File: config.mk
export PLATFORM = sky130hd
export DESIGN_NAME = gray_codec_pipe
export DESIGN_NICKNAME = d
export VERILOG_FILES = /design/src/rtl/gray_codec_pipe.sv
export SDC_FILE = /design/constraint.sdc
export NUM_CORES = 1
export LEC_CHECK = 0
export ABC_AREA = 1
export BUFFER_PORTS_ARGS = -buffer_cell sky130_fd_sc_hd__buf_2
export CORE_MARGIN = 10
export CORE_UTILIZATION = 50
export DETAILED_ROUTE_END_ITERATION = 7
export PLACE_DENSITY_LB_ADDON = 0.25
export SLEW_MARGIN = 20
export SYNTH_ARGS = -nofsm -noshare
export SYNTH_HDL_FRONTEND = slang
export SYNTH_SLANG_ARGS = --single-unit
File: constraint.sdc
create_clock -name clk -period 3.6 [get_ports clk]
set_clock_uncertainty 0.05 [all_clocks]
set_input_delay 0.54 -clock clk [delete_from_list [all_inputs] [get_ports clk]]
set_output_delay 0.54 -clock clk [all_outputs]
set_load 0.01 [all_outputs]
File: src/rtl/gray_codec_pipe.sv
// Pipelined Gray<->binary converter with a per-word mode bit and valid/ready handshaking.
// Decode XOR steps are spread across STAGES registers; encode happens entirely in stage 0.
module gray_codec_pipe #(
   parameter int WIDTH  = 32,
   parameter int STAGES = 2
) (
   input  logic             clk,
   input  logic             rst,
   input  logic             inStrobe,
   output logic             inReady,
   input  logic             inMode,
   input  logic [WIDTH-1:0] dataIn,
   output logic             outStrobe,
   input  logic             outReady,
   output logic             outMode,
   output logic [WIDTH-1:0] dataOut
);

   localparam int SHIFT_NUM = $clog2(WIDTH);

   // Work done by stage k: the decode steps mapped to it, or the single encode step in stage 0.
   function automatic logic [WIDTH-1:0] stage_fn(input int k, input logic [WIDTH-1:0] x,
                                                 input logic enc);
      logic [WIDTH-1:0] r;
      r = x;
      if (enc) begin
         if (k == 0) r = x ^ (x >> 1);
      end else begin
         for (int j = 0; j < SHIFT_NUM; j++) begin
            if ((j * STAGES) / SHIFT_NUM == k) r = r ^ (r >> (1 << (SHIFT_NUM - 1 - j)));
         end
      end
      return r;
   endfunction

   logic [STAGES-1:0]            valid_q, valid_d;
   logic [STAGES-1:0]            mode_q, mode_d;
   logic [STAGES-1:0][WIDTH-1:0] data_q, data_d;
   logic [STAGES-1:0]            ld;

   // Stage k can take a word if downstream drains or any stage from k to the end has a hole.
   always_comb begin
      ld = '0;
      for (int k = 0; k < STAGES; k++) begin
         ld[k] = outReady;
         for (int m = k; m < STAGES; m++) begin
            if (!valid_q[m]) ld[k] = 1'b1;
         end
      end
   end

   always_comb begin
      logic             src_vld;
      logic             src_mode;
      logic [WIDTH-1:0] src_dat;
      valid_d  = valid_q;
      mode_d   = mode_q;
      data_d   = data_q;
      src_vld  = 1'b0;
      src_mode = 1'b0;
      src_dat  = '0;
      for (int k = 0; k < STAGES; k++) begin
         src_vld  = (k == 0) ? inStrobe : valid_q[(k == 0) ? 0 : k - 1];
         src_mode = (k == 0) ? inMode   : mode_q[(k == 0) ? 0 : k - 1];
         src_dat  = (k == 0) ? dataIn   : data_q[(k == 0) ? 0 : k - 1];
         if (ld[k]) begin
            valid_d[k] = src_vld;
            // Bubbles never overwrite data, so an idle output keeps its last word.
            if (src_vld) begin
               mode_d[k] = src_mode;
               data_d[k] = stage_fn(k, src_dat, src_mode);
            end
         end
      end
   end

   always_ff @(posedge clk or posedge rst) begin
      if (rst) begin
         valid_q <= '0;
         mode_q  <= '0;
         data_q  <= '0;
      end else begin
         valid_q <= valid_d;
         mode_q  <= mode_d;
         data_q  <= data_d;
      end
   end

   assign inReady   = ld[0];
   assign outStrobe = valid_q[STAGES-1];
   assign outMode   = mode_q[STAGES-1];
   assign dataOut   = data_q[STAGES-1];

endmodule

**Word-level counts from Yosys, hierarchy flattened**

Index checks and enable logic that the tools add are counted.

- Reductions and logical operators: 2
- Bitwise gates (word level): 6
- Multiplexer cells: 14

Operator list:

| kind | number |
|---|---|
| 32-bit two-way mux | 11 |
| 32-bit by 31-bit XOR with 32-bit output | 2 |
| 32-bit by 16-bit XOR with 32-bit output | 1 |
| 32-bit by 24-bit XOR with 32-bit output | 1 |
| 32-bit by 28-bit XOR with 32-bit output | 1 |
| 32-bit by 30-bit XOR with 32-bit output | 1 |
| 2-bit AND reduction | 2 |
| 1-bit two-way mux | 3 |

- Bits in registers: 68
- Output and inout bits: 35

**Depth between registers and ports, before layout**

Gate-level depths: netlist of the first run.

- Depth in word-level cells: 10
- Depth in mapped cells: 11

**Worst setup path before layout of the first run**

Ideal clock, no wire load.

- Kind: input port to flip-flop
- From: input outReady
- To: register data_q[8] (netlist bit)
- Slack: 2204 ps
- Cell stages on the path: 7
- Arrival: 1229 ps
- Cells stage by stage: inv_1 > nand3_2 > nand2_2 > buf_2 > a21oi_1 > nand2_1 > nand2_1

- Cells in the longest elaborated chain, start to end: 3

RTL lines:

| what | RTL line | source |
|---|---|---|
| start, declared | 14 | `input logic outReady,` |
| 1-bit two-way mux (2 in a row) | 47 | `if (!valid_q[m]) ld[k] = 1'b1;` |
| named net inReady | 10 | `output logic inReady,` |
| 2-bit AND reduction (no source line) | -- |  |
| end signal, assigned | 85 | `data_q <= data_d;` |
| end, declared | 38 | `logic [STAGES-1:0][WIDTH-1:0] data_q, data_d;` |

The timed path passes the listed nets, and every way through them passes these cells.
A chain may end at the register's enable or synchronous reset.

**Worst setup path after layout of the first run**

- From: register valid_q[1]
- To: register data_q[8] (netlist bit)

- Cells in the longest elaborated chain, start to end: 2

RTL lines:

| what | RTL line | source |
|---|---|---|
| start, declared | 36 | `logic [STAGES-1:0] valid_q, valid_d;` |
| start signal, assigned | 83 | `valid_q <= valid_d;` |
| 1-bit two-way mux | 47 |  |
| 2-bit AND reduction (no source line) | -- |  |

Every way passes these cells.

==> results of run 1 <==
==> final timing paths <==
kind | from | end | slack, ns | cells past startpoint
setup / recovery | valid_q[1]$_DFFE_PP0P_ | data_q[8]$_DFFE_PP0P_ | 1.85 | 6
hold / removal | rst | dataOut[16]$_DFFE_PP0P_ | 0.17 | 2
setup reg to reg | valid_q[1]$_DFFE_PP0P_ | data_q[8]$_DFFE_PP0P_ | 1.85 | 6
hold reg to reg | dataOut[31]$_DFFE_PP0P_ | dataOut[31]$_DFFE_PP0P_ | 0.42 | 2
max in group asynchronous | rst | dataOut[8]$_DFFE_PP0P_ | 2.61 | 3
min in group clk | dataOut[31]$_DFFE_PP0P_ | dataOut[31]$_DFFE_PP0P_ | 0.42 | 2
==> layout make-up <==
type | instances | share of cell area
Tap cell | 136 | 0.03086
Multi-Input combinational cell | 574 | 0.5160
Inverter | 53 | 0.03653
Clock inverter | 1 | 0.005446
Clock buffer | 14 | 0.03131
Timing Repair Buffer | 76 | 0.07125
Sequential cell | 68 | 0.3086
==> power breakdown <==
group          leakage [nW]  switching [mW]  total (mW)  internal (mW)
registers             0.791           0.208        1.22           1.01
logic                  1.97           0.784        1.34          0.552
clock network         0.103           0.285       0.659          0.374
total                  2.87            1.28        3.21           1.94
==> placed cells by master (no fill, tap or decap), drive strengths merged, types with 23 or more instances in the layout <==
| cell | n |
|---|---|
| dfrtp | 68 |
| nor2 | 47 |
| inv | 53 |
| xnor2 | 43 |
| a21oi | 88 |
| buf | 76 |
| o21ai | 23 |
| xor2 | 48 |
| nand3 | 29 |
| nand2 | 292 |
==> registers in the layout (all words and copies together), names as in the netlist <==
| name | cells |
|---|---|
| data_q | 32 |
| valid_q | 2 |
| dataOut | 32 |
| mode_q | 2 |
==> metal layers <==
metal  global-route usage  up-vias  share of wire
met1               0.2423     2184           0.45
met2               0.2985      171           0.46
met4              0.05670        0          0.018
met3              0.04683       19          0.075
met5                    0        -              0
li1                     -     2383              -
==> cell families after synthesis <==
group	count (synthesis)
simple gates	368
flops	68
xor+xnor	91
buf+inv	124
compound gates	115
==> flow_summary.yaml, run 1 <==
setup_path:
  critPathTopFamily: "simple AND/OR/NAND/NOR gates"
  required_ns: 3.79
  end_kind: "flop"
  path_cells: "nand3_2 -> nand2_2 -> buf_4 -> a21oi_1 -> nand2_1 -> nand2_1"
  max_stage_delay_ns: 0.44
  critPathMaxFanout: 32
  path_buf_inv: 1
  cp-start-kind: "flop"
  cpMaxStageDelayCell: "dfrtp_1"
  critPathMostFrequentCell: "nand2_1"
  setup.worst_path.class: "reg -> reg"
  arrival_ns: 1.95
placed_design:
  pre_cts_ws_ns: 1.561
  gp_congestion: 0.9535
  placed_area_um2: 5311
  dp.cells: 907
  place_hpwl_mm: 10.50
  portBuffers: 71
sta:
  finalMaxSlewViolations: 0
  slew_headroom: 0.3971
  period_needed_ns: 1.754
  holdWs_ns: 0.1704
  clock.fmax_ghz: 0.5701
  final-hold-violation-count: 0
  tightest_slew_ns: 0.9034
  finalSetupViolCount: 0
  fin_crit_sh: 0.4873
  rsz0062_at_grt: "false"
  setup_tns_ns: 0
  timing.final.ws_setup_ns: 1.846
global_route:
  grt_max_degree: 35
  grt_pass1_vias: 4641
  antenna_found_initial: 0
  grt-ovfl-total: 0
  grt_pass1_wl_mm: 22.75
  grt_usage: 0.1861
finish:
  drive_above_1_share: 0.1425
  layout.nets: 819
  fillers: 1051
  diodes: 0
  multi_input_area_um2: 2845
  seq_area_um2: 1702
  synthToLayoutAreaGrowth_pct: 5.029
  instances_no_fill: 922
  fin_area_um2: 5514
  post-route-util: 0.5365
floorplanning:
  dieHeight_um: 122.5
  ios: 72
  core_um2: 10280
  placementRows: 37
  start_util: 0.5108
  die_w_um: 122.5
  dieArea_um2: 15000
synth:
  synth_area_per_cell_um2: 6.854
  ys_warn_count: 0
  synth-edff-count: 0
  ys_ff_latch: 68
  synth_ff_type: "dfrtp_1"
  yosysSeqAreaShare: 0.3241
  ys_types: 24
  synth.mux.area_fraction: 0
  yosys.area.top_type: "dfrtp_1"
  synthAdderAreaFrac: 0
  synth_area_leaders: "dfrtp_1 (32%), nand2_1 (20%), a21oi_1 (8.3%), xor2_1 (8.0%), xnor2_1 (6.8%)"
  synth_xor_area_frac: 0.1547
  syn_nets: 803
  yosys.cell_count.top_type: "nand2_1"
  yosys.area_share.simple: 0.2743
  synth_compound_area_frac: 0.1130
  synthesis.area_um2: 5250
  synth_cells: 766
  netlist_top_cells_count: "nand2_1 (285), a21oi_1 (87), dfrtp_1 (68)"
  synth_top_area_share: 0.3241
  async_reset_ff_frac: 1.000
  synth_top_family_by_area: "simple AND/OR/NAND/NOR gates"
route:
  ant_nets: 0
  drc: 0
  drtIter0Drc: 370
  drt_wl_total_mm: 13.65
  vias: 4757
  wire_per_inst_um: 14.80
  vias_per_cell: 5.159
  first_pass_iters: 5
cts:
  cts_made_buffers: 9
  cts_sinks: 68
  cts.path.max_buffers: 2
  clk_latency_ns: 0.36
  cts-hold-fix-buffers: 0
  cts_tree: "done"
  cts_root_buffer: "clkbuf_8"
  htreeDepth: 3
  clkTransAtPathRegs_ns: 0.07
  cts_setup_buffers: 0
  post_cts_resized: 0
power_and_ir_drop:
  power.density_nw_per_um2: 582.8
  ir_worst_vdd_mv: 0.2048
  leakage_nw: 2.866
  totalPowerFinal_mw: 3.214
job:
  max_cap_violations: 0
run_status:
  outcome: "finished clean"
worst_hold_path:
  hp-class: "in -> async"
Power figures use the tool's default switching activity.
==> run 2: changes to the inputs <==
==> constraint.sdc (replaced) <==
create_clock -name clk -period 1.7 [get_ports clk]
set_clock_uncertainty 0.05 [all_clocks]
set_input_delay 0.255 -clock clk [delete_from_list [all_inputs] [get_ports clk]]
set_output_delay 0.255 -clock clk [all_outputs]
set_load 0.01 [all_outputs]
==> run 2 against run 1 <==
Effect of this change: worst hold slack improved by 0.0026 ns; cell count rose by 0.87%; cell area rose by 1.1%; sequential power rose by 110%; highest routed layer unchanged; largest cell class unchanged.
==> flow_summary.yaml, run 2 (synthesis results as in run 1) <==
run_status:
  outcome: "finished clean"
route:
  ant_nets: 0
  vias_per_cell: 5.090
  wire_per_inst_um: 14.43
  drtIter0Drc: 399
  drc: 0
  vias: 4734
  drt_wl_total_mm: 13.42
  first_pass_iters: 4
finish:
  diodes: 0
  layout.nets: 826
  synthToLayoutAreaGrowth_pct: 6.220
  fillers: 1019
  final_common_cell: "nand2_1"
  drive_above_1_share: 0.1486
  fin_area_um2: 5577
  final_cell_mix: "nand2_1 (285), a21oi_1 (87), buf_2 (71), dfrtp_1 (68), xor2_1 (48)"
placed_design:
  gp_congestion: 0.8593
  portBuffers: 71
  place_hpwl_mm: 10.43
  placed_area_um2: 5385
sta:
  clock.fmax_ghz: 0.7123
  rsz0062_at_grt: "false"
  period_needed_ns: 1.404
  final-hold-violation-count: 0
  slew_headroom: 0.5901
  holdWs_ns: 0.1730
  tightest_slew_ns: 0.6135
  finalSetupViolCount: 0
  setup_tns_ns: 0
  fin_crit_sh: 0.8258
  finalMaxSlewViolations: 0
setup_path:
  critPathMaxFanout: 31
  arrival_ns: 1.63
  cp.depth: 6
  r2r_cells: 6
  critPathTopFamily: "buffers and inverters"
  cp-start-kind: "flop"
  cpMaxStageDelayCell: "dfrtp_1"
  max_stage_delay_ns: 0.39
  setup.worst_path.class: "reg -> reg"
  path_buf_inv: 3
  path_cells: "inv_1 -> a21oi_4 -> inv_2 -> buf_4 -> nand2_1 -> o21ai_1"
  required_ns: 1.92
  end_kind: "flop"
floorplanning:
  placementRows: 37
  ios: 72
  start_util: 0.5108
  die_w_um: 122.5
  dieHeight_um: 122.5
  core_um2: 10280
  dieArea_um2: 15000
cts:
  clk_latency_ns: 0.35
  htreeDepth: 3
  clkTransAtPathRegs_ns: 0.07
  cts_root_buffer: "clkbuf_8"
  cts_tree: "done"
  post_cts_resized: 0
  cts_sinks: 68
  cts.path.max_buffers: 2
  cts_made_buffers: 9
power_and_ir_drop:
  power.density_nw_per_um2: 1192
  ir_worst_vdd_mv: 0.4916
  leakage_nw: 2.895
job:
  max_cap_violations: 0
worst_hold_path:
  hp-class: "in -> reg"
  hold_depth: 4
global_route:
  antenna_found_initial: 0
  grt_pass1_wl_mm: 22.87
  grt_pass1_vias: 4617
  grt-ovfl-total: 0
  grt_max_degree: 34
  grt_usage: 0.1881
## run 2: cell types whose count changed in the layout (fill, tap and decap cells not counted), sizes merged
cell,change
buf,+6
bufinv,-1
clkbuf,+1
clkinv,+1
clkinvlp,+1
dlygate4sd3,+1
inv,-1
## run 2: cell type report
| type | count | area (µm²) | area share |
|---|---|---|---|
| Multi-Input combinational cell | 574 | 2845 | 0.5102 |
| Clock buffer | 15 | 176.4 | 0.03164 |
| Timing Repair Buffer | 83 | 473.0 | 0.08481 |
| Inverter | 53 | 205.2 | 0.03680 |
| Clock inverter | 1 | 5.005 | 0.0008975 |
| Tap cell | 136 | 170.2 | 0.03051 |
| Sequential cell | 68 | 1702 | 0.3051 |
## run 2: what timing repair did
| action | in CTS | in global routing |
|---|---|---|
| hold buffers | 1 | 0 |
| setup endpoints to repair | 0 | 0 |
| setup buffers | 0 | 0 |
| hold endpoints to repair | 23 | 0 |
## run 2: report_power, final
part / leakage (nW) / total, mW / internal, mW / switching (mW)
clock: 0.0937 / 1.23 / 0.649 / 0.578
combinational: 2.01 / 2.84 / 1.19 / 1.65
sequential: 0.791 / 2.58 / 2.14 / 0.437
## run 2: metrics by stage
stage	worst slack, ns	utilization	power [mW]	instances
global route	0.1516	0.5426	7.234	930
global placement	0.2844	0.5240	5.399	913
floorplan	0.4362	-	5.092	766
CTS	0.2637	0.5426	6.726	930
finish	0.2962	0.5426	6.649	930
detailed placement	0.2573	0.5240	5.477	913
## run 2: tightest hold or removal path, cell delays in order
cell and delay [ns]:
buf_2 0.07, inv_1 0.08, nand2_1 0.07, nand2_1 0.05
## run 2: final timing paths
check,from,end,slack [ns]
hold reg to reg,dataOut[31]$_DFFE_PP0P_,dataOut[31]$_DFFE_PP0P_,0.43
setup / recovery,valid_q[0]$_DFFE_PP0P_,dataOut[27]$_DFFE_PP0P_,0.30
setup reg to reg,valid_q[0]$_DFFE_PP0P_,dataOut[27]$_DFFE_PP0P_,0.30
max in group asynchronous,rst,data_q[20]$_DFFE_PP0P_,0.61
hold / removal,outReady,valid_q[1]$_DFFE_PP0P_,0.17
min in group asynchronous,rst,dataOut[11]$_DFFE_PP0P_,0.48
## run 2: routing by layer
| layer | track usage | up-vias | routed length [µm] |
|---|---|---|---|
| li1 | - | 2386 | - |
| met2 | 0.2971 | 112 | 6271 |
| met1 | 0.2494 | 2230 | 6255 |
| met3 | 0.04867 | 6 | 779 |
| met5 | 0 | - | 0 |
| met4 | 0.05302 | 0 | 110 |
==> run 3: changes to the inputs <==
==> constraint.sdc (replaced) <==
create_clock -name clk -period 1.3 [get_ports clk]
set_clock_uncertainty 0.05 [all_clocks]
set_input_delay 0.195 -clock clk [delete_from_list [all_inputs] [get_ports clk]]
set_output_delay 0.195 -clock clk [all_outputs]
set_load 0.01 [all_outputs]
==> run 3 against run 2 <==
Effect of this change: the run now ends with setup timing left; worst setup slack got worse by 0.39 ns; worst hold slack better by 0.016 ns; via count increased by 4.3%; global-route usage up 0.14 points; register-to-register slack worse by 0.39 ns; critical path depth unchanged; sequential power is 34% higher; power is 41% higher; critical endpoint is now dataOut[30]$_DFFE_PP0P_; highest routed layer unchanged.
==> flow_summary.yaml, run 3 (synthesis results as in run 1) <==
power_and_ir_drop:
  ir_worst_vdd_mv: 0.7974
  comb_power_share: 0.458
  leakage_nw: 3.246
  power_frac_seq: 0.368
  netSwitchingFraction: 0.4032
  power.density_nw_per_um2: 1500
  power_frac_clock: 0.174
  internal-power_mw: 5.598
  switchingPower_mw: 3.782
route:
  vias: 4938
  wire_per_inst_um: 14.95
  vias_per_cell: 5.075
  drt-met1-wl_mm: 6.570
  routed.top_layer: "met4"
  ant_nets: 0
  wl_met2_mm: 6.736
  dr_wl_met3_um: 872
  drtIter0Drc: 346
  drc: 0
  first_pass_iters: 5
  drt_wl_total_mm: 14.54
worst_hold_path:
  min_from: "inStrobe"
  hp-class: "in -> reg"
sta:
  slew_headroom: 0.6941
  final-hold-violation-count: 0
  clock.fmax_ghz: 0.7166
  setup_tns_ns: -0.2637
  timing.final.ws_setup_ns: -0.09546
  finalSetupViolCount: 14
  finalMaxSlewViolations: 0
  rsz0062_at_grt: "true"
  fin_crit_sh: 1.073
  tightest_slew_ns: 0.4579
  period_needed_ns: 1.395
floorplanning:
  start_util: 0.5108
  placementRows: 37
  core_um2: 10280
  dieHeight_um: 122.5
  dieArea_um2: 15000
  ios: 72
  die_w_um: 122.5
setup_path:
  setup.worst_path.class: "reg -> reg"
  arrival_ns: 1.59
  critPathMaxFanout: 7
  cpMaxStageDelayCell: "dfrtp_1"
  end_kind: "flop"
  cp-start-kind: "flop"
  path_cells: "inv_2 -> a21oi_4 -> inv_4 -> a21oi_1 -> o21ai_0 -> o21a_1"
  reg2reg_from: "valid_q[0]$_DFFE_PP0P_"
  required_ns: 1.49
  path_buf_inv: 2
  max_stage_delay_ns: 0.40
  critPathLaunch: "valid_q[0]$_DFFE_PP0P_"
  critPathTopFamily: "compound AO/OA/AOI/OAI gates"
finish:
  final_cell_mix: "nand2_1 (285), a21oi_1 (71), buf_2 (69), dfrtp_1 (63)"
  synthToLayoutAreaGrowth_pct: 19.11
  instances_no_fill: 973
  layout.nets: 869
  diodes: 0
  fin_area_um2: 6254
  final_common_cell: "nand2_1"
  drive_above_1_share: 0.2425
cts:
  cts.path.max_buffers: 2
  htreeDepth: 3
  cts_root_buffer: "clkbuf_8"
  cts_tree: "done"
  clk_latency_ns: 0.35
  clkTransAtPathRegs_ns: 0.07
  cts_sinks: 68
  cts_made_buffers: 9
run_status:
  violations: "setup timing"
  outcome: "finished, violations left"
placed_design:
  dp.cells: 950
  pre_cts_ws_ns: -0.05585
  portBuffers: 71
  gp_congestion: 0.9038
  place_hpwl_mm: 11.02
  placed_area_um2: 5713
global_route:
  antenna_found_initial: 0
  grt_max_degree: 31
  grt_usage: 0.1895
  grt-ovfl-total: 0
  grt_pass1_vias: 4848
  grt_pass1_wl_mm: 23.18
job:
  max_cap_violations: 0
## run 3: path summary, 6_finish.rpt
path	endpoint	slack, ns	cells after the start
worst max-delay path	dataOut[30]$_DFFE_PP0P_	-0.1	6
min in group asynchronous	dataOut[6]$_DFFE_PP0P_	0.36	3
worst min register to register	dataOut[31]$_DFFE_PP0P_	0.42	2
worst min-delay path	data_q[29]$_DFFE_PP0P_	0.19	3
max in group asynchronous	valid_q[1]$_DFFE_PP0P_	0.34	4
worst max register to register	dataOut[30]$_DFFE_PP0P_	-0.1	6
## run 3: routing by layer
layer	vias up	track usage
li1	2485	-
met1	2276	0.2449
met2	153	0.3109
met3	24	0.03765
met4	0	0.06333
met5	-	0
## run 3: final cells by class
type	instances	area (µm²)
clock buffers	15	176.4
clock inverters	1	5.005
fillers	990	4024
inverters	53	210.2
multi-input cells	575	3097
flip-flops and latches	68	1708
well taps	136	170.2
repair buffers	125	887.1
## run 3: per-stage QoR
step                hold WS [ns]  utilization  power [mW]
floorplan                 0.3017            -       6.659
global placement          0.1838       0.5559       7.246
detailed placement        0.1901       0.5559       7.355
CTS                       0.1811       0.5804       9.063
global route              0.1907       0.6085       10.08
finish                    0.1890       0.6085       9.380
## run 3: what timing repair did
item                                    in CTS  in global routing
hold buffers                                 1                  0
pin swaps                                    2                  7
gates cloned                                 0                  2
endpoints found under the setup margin      37                 61
buffers inserted                             2                  2
endpoints found under the hold margin       16                  0
gates resized for setup                     10                 47
## run 3: power by group through the flow
stage / Clock (mW) / Sequential (mW) / Combinational, mW
2_1_floorplan: 0 / 3.25 / 3.41
3_3_place_gp: 0 / 3.36 / 3.88
3_5_place_dp: 0 / 3.40 / 3.96
4_1_cts: 1.66 / 3.37 / 4.03
5_1_grt: 1.75 / 3.56 / 4.78
6_report: 1.64 / 3.45 / 4.30
## run 3: worst reg2reg max path, stage by stage (launching register included)
cell and delay [ns]:
dfrtp_1 0.40, inv_2 0.07, a21oi_4 0.20, inv_4 0.11, a21oi_1 0.18, o21ai_0 0.15, o21a_1 0.13
